--- config.mk ---
export PLATFORM = sky130hd
export DESIGN_NAME = trail_backtrack_unit_flat
export DESIGN_NICKNAME = d
export VERILOG_FILES = /design/src/rtl/trail_backtrack_if.sv /design/src/rtl/trail_backtrack_unit.sv /design/src/flat_wrapper.sv
export SDC_FILE = /design/constraint.sdc
export NUM_CORES = 1
export LEC_CHECK = 0
export BUFFER_PORTS_ARGS = -buffer_cell sky130_fd_sc_hd__buf_2
export CAP_MARGIN = 10
export CORE_UTILIZATION = 65
export DETAILED_ROUTE_END_ITERATION = 10
export PLACE_DENSITY = 0.85
export SLEW_MARGIN = 30
export SYNTH_ARGS = -nofsm -noshare
export SYNTH_HDL_FRONTEND = slang
export SYNTH_SLANG_ARGS = --single-unit
--- constraint.sdc ---
create_clock -name clock -period 5.1 [get_ports clock]
set_input_delay 1.275 -clock clock [delete_from_list [all_inputs] [get_ports clock]]
set_output_delay 1.275 -clock clock [all_outputs]
set_load 0.02 [all_outputs]
--- src/rtl/trail_backtrack_if.sv ---
// Bus between the backtrack controller, the trail stack and the solver core.
// The slave modport is the backtrack unit's view.
interface trail_backtrack_if #(
    parameter int unsigned VAR_W   = 8,
    parameter int unsigned DEPTH_W = 6,
    parameter int unsigned LVL_W   = 4
);
    logic               trail_push;
    logic               decide;
    logic               bt_start;
    logic [LVL_W-1:0]   bt_level;
    logic [VAR_W:0]     stack_dout;
    logic               stack_empty;
    logic               stack_pop;
    logic               unassign_valid;
    logic [VAR_W-1:0]   unassign_var;
    logic               bt_busy;
    logic               bt_done;
    logic [LVL_W-1:0]   cur_level;
    logic [DEPTH_W-1:0] trail_depth;
    logic               error;

    modport slave (
        input  trail_push, decide, bt_start, bt_level, stack_dout, stack_empty,
        output stack_pop, unassign_valid, unassign_var, bt_busy, bt_done,
               cur_level, trail_depth, error
    );

    modport master (
        output trail_push, decide, bt_start, bt_level, stack_dout, stack_empty,
        input  stack_pop, unassign_valid, unassign_var, bt_busy, bt_done,
               cur_level, trail_depth, error
    );
endinterface

--- src/rtl/trail_backtrack_unit.sv ---
// Backtrack controller: tracks trail depth and per-level trail boundaries,
// and on request pops the trail back to a target level, unassigning each variable.
module trail_backtrack_unit #(
    parameter int unsigned VAR_W     = 8,
    parameter int unsigned DEPTH_W   = 6,
    parameter int unsigned MAX_LEVEL = 15,
    parameter int unsigned LVL_W     = 4
) (
    input  logic             clock,
    input  logic             reset,
    trail_backtrack_if.slave bus
);

    localparam logic [LVL_W-1:0]   LVL_MAX   = LVL_W'(MAX_LEVEL);
    localparam logic [DEPTH_W-1:0] DEPTH_MAX = '1;

    typedef enum logic [1:0] {IDLE, POP, CAP, DONE} state_t;

    state_t             state, state_nx;
    logic [LVL_W-1:0]   cur_level_q, tgt_level_q;
    logic [DEPTH_W-1:0] depth_q, target_q;
    logic [DEPTH_W-1:0] level_start [MAX_LEVEL];
    logic               error_q;

    logic               idle, push_ok, dec_ok, bt_go, bt_real, err_set;
    logic [LVL_W-1:0]   level_eff;
    logic [DEPTH_W-1:0] depth_dec, target_c;
    logic               unused_neg;

    // Push bookkeeping is applied before a same-cycle backtrack request is evaluated.
    always_comb begin
        idle      = (state == IDLE);
        push_ok   = idle && bus.trail_push && (depth_q != DEPTH_MAX);
        dec_ok    = push_ok && bus.decide && (cur_level_q != LVL_MAX);
        level_eff = dec_ok ? cur_level_q + LVL_W'(1) : cur_level_q;
        depth_dec = depth_q - DEPTH_W'(1);
        bt_go     = idle && bus.bt_start;
        bt_real   = bt_go && (bus.bt_level < level_eff);
        // The boundary of a level opened this very cycle is not in the table yet.
        target_c  = (dec_ok && (bus.bt_level == cur_level_q)) ? depth_q
                                                              : level_start[bus.bt_level];
        err_set   = (!idle && (bus.trail_push || bus.decide || bus.bt_start))
                 || (idle && bus.trail_push && (depth_q == DEPTH_MAX))
                 || (push_ok && bus.decide && (cur_level_q == LVL_MAX))
                 || ((state == POP) && bus.stack_empty);
    end

    always_ff @(posedge clock or negedge reset) begin
        if (!reset) state <= IDLE;
        else        state <= state_nx;
    end

    always_comb begin
        state_nx = state;
        case (state)
            IDLE: if (bt_go) state_nx = bt_real ? POP : DONE;
            POP:  state_nx = bus.stack_empty ? IDLE : CAP;
            CAP:  state_nx = (depth_dec == target_q) ? DONE : POP;
            DONE: state_nx = IDLE;
            default: state_nx = IDLE;
        endcase
    end

    always_ff @(posedge clock or negedge reset) begin
        if (!reset) begin
            cur_level_q <= '0;
            tgt_level_q <= '0;
            depth_q     <= '0;
            target_q    <= '0;
            error_q     <= 1'b0;
            for (int unsigned k = 0; k < MAX_LEVEL; k++) level_start[k] <= '0;
        end else begin
            error_q <= error_q | err_set;
            if (push_ok) depth_q <= depth_q + DEPTH_W'(1);
            if (dec_ok) begin
                level_start[cur_level_q] <= depth_q;
                cur_level_q              <= cur_level_q + LVL_W'(1);
            end
            if (bt_go) begin
                tgt_level_q <= bt_real ? bus.bt_level : level_eff;
                target_q    <= target_c;
            end
            if (state == CAP)  depth_q     <= depth_dec;
            if (state == DONE) cur_level_q <= tgt_level_q;
        end
    end

    // Strobes are decoded straight from the state register.
    assign bus.stack_pop      = (state == POP) && !bus.stack_empty;
    assign bus.unassign_valid = (state == CAP);
    assign bus.unassign_var   = (state == CAP) ? bus.stack_dout[VAR_W:1] : '0;
    assign bus.bt_busy        = (state == POP) || (state == CAP);
    assign bus.bt_done        = (state == DONE);
    assign bus.cur_level      = cur_level_q;
    assign bus.trail_depth    = depth_q;
    assign bus.error          = error_q;
    assign unused_neg         = bus.stack_dout[0];

endmodule

--- src/flat_wrapper.sv ---
// flat-port wrapper written by rule: the top's interface ports become plain ports
module trail_backtrack_unit_flat 
#(
    parameter int unsigned VAR_W     = 8,
    parameter int unsigned DEPTH_W   = 6,
    parameter int unsigned MAX_LEVEL = 15,
    parameter int unsigned LVL_W     = 4
)
  (clock, reset, bus_trail_push, bus_decide, bus_bt_start, bus_bt_level, bus_stack_dout, bus_stack_empty, bus_stack_pop, bus_unassign_valid, bus_unassign_var, bus_bt_busy, bus_bt_done, bus_cur_level, bus_trail_depth, bus_error);
  trail_backtrack_if #(.VAR_W(VAR_W), .DEPTH_W(DEPTH_W), .LVL_W(LVL_W)) bus_i ();
  input  logic clock;
  input  logic reset;
  input wire logic [$bits(bus_i.trail_push)-1:0] bus_trail_push;
  input wire logic [$bits(bus_i.decide)-1:0] bus_decide;
  input wire logic [$bits(bus_i.bt_start)-1:0] bus_bt_start;
  input wire logic [$bits(bus_i.bt_level)-1:0] bus_bt_level;
  input wire logic [$bits(bus_i.stack_dout)-1:0] bus_stack_dout;
  input wire logic [$bits(bus_i.stack_empty)-1:0] bus_stack_empty;
  output wire logic [$bits(bus_i.stack_pop)-1:0] bus_stack_pop;
  output wire logic [$bits(bus_i.unassign_valid)-1:0] bus_unassign_valid;
  output wire logic [$bits(bus_i.unassign_var)-1:0] bus_unassign_var;
  output wire logic [$bits(bus_i.bt_busy)-1:0] bus_bt_busy;
  output wire logic [$bits(bus_i.bt_done)-1:0] bus_bt_done;
  output wire logic [$bits(bus_i.cur_level)-1:0] bus_cur_level;
  output wire logic [$bits(bus_i.trail_depth)-1:0] bus_trail_depth;
  output wire logic [$bits(bus_i.error)-1:0] bus_error;
  assign bus_i.trail_push = bus_trail_push;
  assign bus_i.decide = bus_decide;
  assign bus_i.bt_start = bus_bt_start;
  assign bus_i.bt_level = bus_bt_level;
  assign bus_i.stack_dout = bus_stack_dout;
  assign bus_i.stack_empty = bus_stack_empty;
  assign bus_stack_pop = bus_i.stack_pop;
  assign bus_unassign_valid = bus_i.unassign_valid;
  assign bus_unassign_var = bus_i.unassign_var;
  assign bus_bt_busy = bus_i.bt_busy;
  assign bus_bt_done = bus_i.bt_done;
  assign bus_cur_level = bus_i.cur_level;
  assign bus_trail_depth = bus_i.trail_depth;
  assign bus_error = bus_i.error;
  trail_backtrack_unit #(.VAR_W(VAR_W), .DEPTH_W(DEPTH_W), .MAX_LEVEL(MAX_LEVEL), .LVL_W(LVL_W)) u_core (.clock(clock), .reset(reset), .bus(bus_i));
endmodule
# After elaboration in Yosys (flattened, before gate mapping)
# Cells that the tools add are included.
# Widths: inputs -> output; s select.
[totals] register_bits=113 latchBits=0 wordCells=82 memories=0 mem_bits_rw=0 mem_bits_ro=0 in_bits=19
[op_classes] n_bitwise=3 add_sub_neg=3 n_shift=0 div_mod_pow=0 eq_ne=10 reduce_logical=23 magnitude_cmp=4 n_mul=0 muxes=18
[ops] operator="$bwmux 90" count=1
[ops] operator="$mux 6" count=6
[ops] operator="$bmux 6 s4" count=1
[ops] operator="$demux 6 s4" count=1
[ops] operator="$logic_and 1x1->1" count=13
[ops] operator="$mux 4" count=3
[ops] operator="$ge 5x5->1 const B" count=2
[ops] operator="$not 4->5" count=2
[ops] operator="$mux 2" count=4
[ops] operator="$mux 8" count=1
[ops] operator="$pmux 2 s4" count=1
[ops] operator="$add 6x1->6 const B" count=1
[ops] operator="$eq 6x6->1" count=1
[ops] operator="$eq 6x6->1 const B" count=1
[ops] operator="$logic_or 1x1->1" count=6
[ops] operator="$ne 6x6->1 const B" count=1
[ops] operator="$sub 6x1->6 const B" count=1
[ops] operator="$lt 5x1->1 const B" count=1
[ops] operator="$add 4x1->4 const B" count=1
[ops] operator="$eq 2x2->1 const B" count=2
[ops] operator="$eq 4x4->1" count=1
[ops] operator="$eq 4x4->1 const B" count=1
[ops] operator="$lt 4x4->1" count=1
[ops] operator="$ne 4x4->1 const B" count=1
[ops] operator="other kinds (6)" count=7

# Depth between registers and ports, before layout
[depth] ltp_word=11 mapped_depth=13

# Worst setup path after synthesis
# OpenSTA, ideal clock, no wires.
[synth_path] path_kind="in2reg" start="input bus_decide" end="register u_core.tgt_level_q[3]" slack_ns=1.765 path_stages=11 setup_time_ns=0.132 path_buffers=0 arrival_time_ns=3.203 cell_sequence="and2_1 -> nand2_1 -> nor3_1 -> xor2_1 -> inv_1 -> ha_1 -> a211oi_1 -> o2111ai_1 -> nand3_1 -> mux2i_1 -> o21ai_1"
[synth_between] elab_chain_cells=6
[synth_rtl] item="from (decl)" line_no="flat_wrapper.sv:14" source="input wire logic [$bits(bus_i.decide)-1:0] bus_decide;"
[synth_rtl] item="$logic_and 1x1->1 (*) (2 in a row)" line_no="trail_backtrack_unit.sv:34" source="dec_ok = push_ok && bus.decide && (cur_level_q != LVL_MAX);"
[synth_rtl] item="$mux 4 (*)" line_no="trail_backtrack_unit.sv:35" source="level_eff = dec_ok ? cur_level_q + LVL_W'(1) : cur_level_q;"
[synth_rtl] item="$lt 4x4->1" line_no="trail_backtrack_unit.sv:38" source="bt_real = bt_go && (bus.bt_level < level_eff);"
[synth_rtl] item="$logic_and 1x1->1" line_no="trail_backtrack_unit.sv:38"
[synth_rtl] item="$mux 4 (*)" line_no="trail_backtrack_unit.sv:80" source="tgt_level_q <= bt_real ? bus.bt_level : level_eff;"
[synth_rtl] item="to (signal assigned)" line_no="trail_backtrack_unit.sv:80"
[synth_rtl] item="to (decl)" line_no="trail_backtrack_unit.sv:20" source="logic [LVL_W-1:0] cur_level_q, tgt_level_q;"
# Every way passes the cells marked *; elsewhere a longest branch is shown, timed or not.
# A chain may end at the register's enable or synchronous reset.

# Final worst setup path
[layout_path] start="register u_core.depth_q[4] (netlist: u_core.bus.trail_depth[4])" end="register u_core.tgt_level_q[0]"
[layout_between] elab_chain_cells=8
[layout_rtl] item="from (decl)" line_no="trail_backtrack_unit.sv:21" source="logic [DEPTH_W-1:0] depth_q, target_q;"
[layout_rtl] item="from (signal assigned)" line_no="trail_backtrack_unit.sv:74" source="if (push_ok) depth_q <= depth_q + DEPTH_W'(1);"
[layout_rtl] item="from (signal assigned)" line_no="trail_backtrack_unit.sv:83" source="if (state == CAP) depth_q <= depth_dec;"
[layout_rtl] item="$ne 6x6->1 (*)" line_no="trail_backtrack_unit.sv:33" source="push_ok = idle && bus.trail_push && (depth_q != DEPTH_MAX);"
[layout_rtl] item="$logic_and 1x1->1 (*)" line_no="trail_backtrack_unit.sv:33"
[layout_rtl] item="$logic_and 1x1->1 (*) (2 in a row)" line_no="trail_backtrack_unit.sv:34"
[layout_rtl] item="$mux 4 (*)" line_no="trail_backtrack_unit.sv:35"
[layout_rtl] item="$lt 4x4->1" line_no="trail_backtrack_unit.sv:38"
[layout_rtl] item="$logic_and 1x1->1" line_no="trail_backtrack_unit.sv:38"
[layout_rtl] item="$mux 4 (*)" line_no="trail_backtrack_unit.sv:80"
# Marks and branches as above.

==> results_dict.tcl <==
set metrics [dict create \
    nFillCells 514 \
    pin_count 42 \
    vdd_drop_max_mv 0.287 \
    clk_latency_ns 0.52 \
    yosys_warnings 0 \
    dr.pass1.iters 5 \
    synthArstFlopShare_pct 100 \
    required_ns 5.50 \
    grt_max_degree 88 \
    dp_slack_ns 1.06 \
    hold_ws_ns 0.478 \
    diodes 0 \
    worstReg2RegEnd "u_core.tgt_level_q[0]$_DFFE_PN0P_" \
    tightest_slew_ns 0.906 \
    status "completed" \
    clock-sinks 113 \
    final_common_cell "dfrtp_1" \
    synth-seq-area-share_pct 49.3 \
    synthCells 486 \
    cts_buffers 17 \
    die_area_um2 9210 \
    route.vias.total 4106 \
    track_usage_pct 33.2 \
    synthFlopType "dfrtp_1" \
    drt_iter0_drc 387 \
    grt_first_pass_wirelength_um 21700 \
    period_needed_ns 3.73 \
    start_util_pct 68.4 \
    routed_via_density 6.50 \
    design_area_um2 6520 \
    synth_nets 519 \
    maxSlewViolCount 0 \
    synth_edf_count 0 \
    timing.rr.start "u_core.bus.trail_depth[4]$_DFFE_PN0P_" \
    num_rows 33 \
    critPathMaxFanout 22 \
    relSlewSlack_pct 39.6 \
    setup.worst_path.class "reg2reg" \
    drt_wl_total_um 13800 \
    place_congestion 0.842 \
    post_drt_wl_per_cell_um 21.9 \
    fin_ws_ns 1.37 \
    synth_area_per_cell_um2 11.8 \
    drive_gt1_share_pct 16.7 \
    synth_seq_cells 113 \
    dpl.hpwl_um 8730 \
    place.port_buffers 40 \
    antenna_found_initial 0 \
    post-route-period-util_pct 73.1 \
    post-cts-setup-buffers 0 \
    powerDensity_nw_per_um2 567 \
    final_nets 547 \
    maxCapViolCount 0 \
    rsz0062_at_grt "false" \
    gr-total-overflow 0 \
    yosysUniqueCellTypes 40 \
    finalSetupViolCount 0 \
    cts_resized 0 \
    die-height_um 95.9 \
    min_to "u_core.level_start[80]$_DFFE_PN0P_" \
    max_freq_mhz 268 \
    p_leak_uw 0.00316 \
    postRouteAntennaNets 0 \
    core_um2 8380 \
    whs_path_depth 2 \
    cp-end-kind "flip-flop" \
    power_uw 3700 \
    finalHoldViolCount 0 \
    drc 0 \
    netlist_area_um2 5740 \
    hold_path.class "reg2reg" \
    mostFrequentLayoutCells "dfrtp_1 (113), nand2_1 (68), mux2_1 (49)" \
    setup_tns_ns 0 \
    start_kind "flip-flop" \
    fin_skew_ns 0.0131 \
    clockBufferDepth 2 \
    cts_tree "done" \
    cp_data_arrival_time_ns 4.13 \
    grt_pass1_vias 4237 \
    register_area_um2 2830 \
    multi_input_area_um2 2720 \
    cts_max_level 4 \
    cts_hold_buffers 0 \
    area_delta_synth_final_pct 13.7 \
    placed_area_um2 5940 \
    reg2reg_slack_ns 1.37 \
    min_from "u_core.level_start[80]$_DFFE_PN0P_" \
    cts_root_buf "clkbuf_8" \
    cts.reportedPaths.clkPinSlew_ns 0.06 \
    r2r_cells 11 \
    die_x_um 95.9 \
]
how the worst max path moves through the flow:
stage	from	endpoint	slack (ns)	cells past startpoint
global route	u_core.bus.trail_depth[3]$_DFFE_PN0P_	u_core.tgt_level_q[0]$_DFFE_PN0P_	1.16	11
floorplan	bus_decide	u_core.tgt_level_q[3]$_DFFE_PN0P_	1.76	11
global placement	bus_trail_push	u_core.tgt_level_q[2]$_DFFE_PN0P_	1.33	12
detailed placement	bus_trail_push	u_core.tgt_level_q[1]$_DFFE_PN0P_	1.06	12
CTS	u_core.bus.trail_depth[3]$_DFFE_PN0P_	u_core.tgt_level_q[0]$_DFFE_PN0P_	1.47	11
finish	u_core.bus.trail_depth[4]$_DFFE_PN0P_	u_core.tgt_level_q[0]$_DFFE_PN0P_	1.37	11
layer usage:
| metal | part of all wire (%) | GRT usage (%) | vias to the layer above | wire (um) |
|---|---|---|---|---|
| met1 | 40 | 38.7 | 2089 | 5490 |
| met2 | 51 | 55.5 | 180 | 7040 |
| met5 | 0 | 0 | - | 0 |
| met3 | 5.9 | 9.95 | 48 | 819 |
| met4 | 3.5 | 17.7 | 0 | 491 |
| li1 | - | - | 1789 | - |
metrics by stage:
stage                     std cells  utilization, %
after floorplan                 486               -
after global placement          600            70.8
after detailed placement        600            70.9
after CTS                       632            77.8
after global routing            632            77.8
final                           632            77.8
critical path, cell delays in order, from the launching register on:
cell and delay, ns:
dfrtp_1 0.91, nand4_1 0.21, o21ai_1 0.36, nor3_1 0.15, xor2_1 0.27, inv_1 0.08
ha_1 0.31, a211oi_1 0.41, nand4_1 0.21, nand3_1 0.33, a221oi_1 0.16, a21o_1 0.21
synth_stat cells, types with 8 or more instances:
master | instances | area share [%]
nand3_1 | 9 | 0.79
xor2_1 | 9 | 1.4
o21ai_0 | 19 | 1.7
mux2_1 | 49 | 9.6
and2_1 | 12 | 1.3
mux2i_1 | 10 | 1.7
o21ai_1 | 35 | 3.1
dfrtp_1 | 113 | 49
mux4_2 | 8 | 3.1
clkbuf_1 | 25 | 1.6
ha_1 | 14 | 3.1
nand2_1 | 68 | 4.4
inv_1 | 12 | 0.79
mux4_1 | 16 | 7.3
nor2b_1 | 11 | 1.2
xnor2_1 | 12 | 1.8
sequential cells by signal, indices dropped and copies added (netlist names):
register and flops:
u_core.bus.cur_level 4, u_core.bus.error 1, u_core.bus.trail_depth 6, u_core.level_start 90
u_core.state 2, u_core.target_q 6, u_core.tgt_level_q 4
final cells by class:
type / instances / area share (%)
multi-input combinational: 328 / 41.7
sequential: 113 / 43.3
clock buffer: 18 / 6.41
timing repair buffer: 41 / 3.28
tap: 105 / 2.01
inverter: 13 / 0.748
clock inverter: 14 / 2.53
where the power goes:
group	total, uW	switching (uW)	internal, uW
Sequential	1450	285	1170
Combinational	1080	616	465
Clock	1170	424	742
cell families (layout without fill, tap and decap cells):
group                    after synthesis  after routing  synth area share (%)
multiplexers                          85             85                  22.2
flip-flops                           113            113                  49.3
buffers and inverters                 45             86                  3.31
adder cells (fa/ha/maj)               14             14                  3.05
AO/OA/AOI/OAI                         79             79                  8.16
AND/OR/NAND/NOR                      129            129                  10.8
XOR/XNOR                              21             21                  3.21
Note: power is estimated with default switching activity, not from simulation.
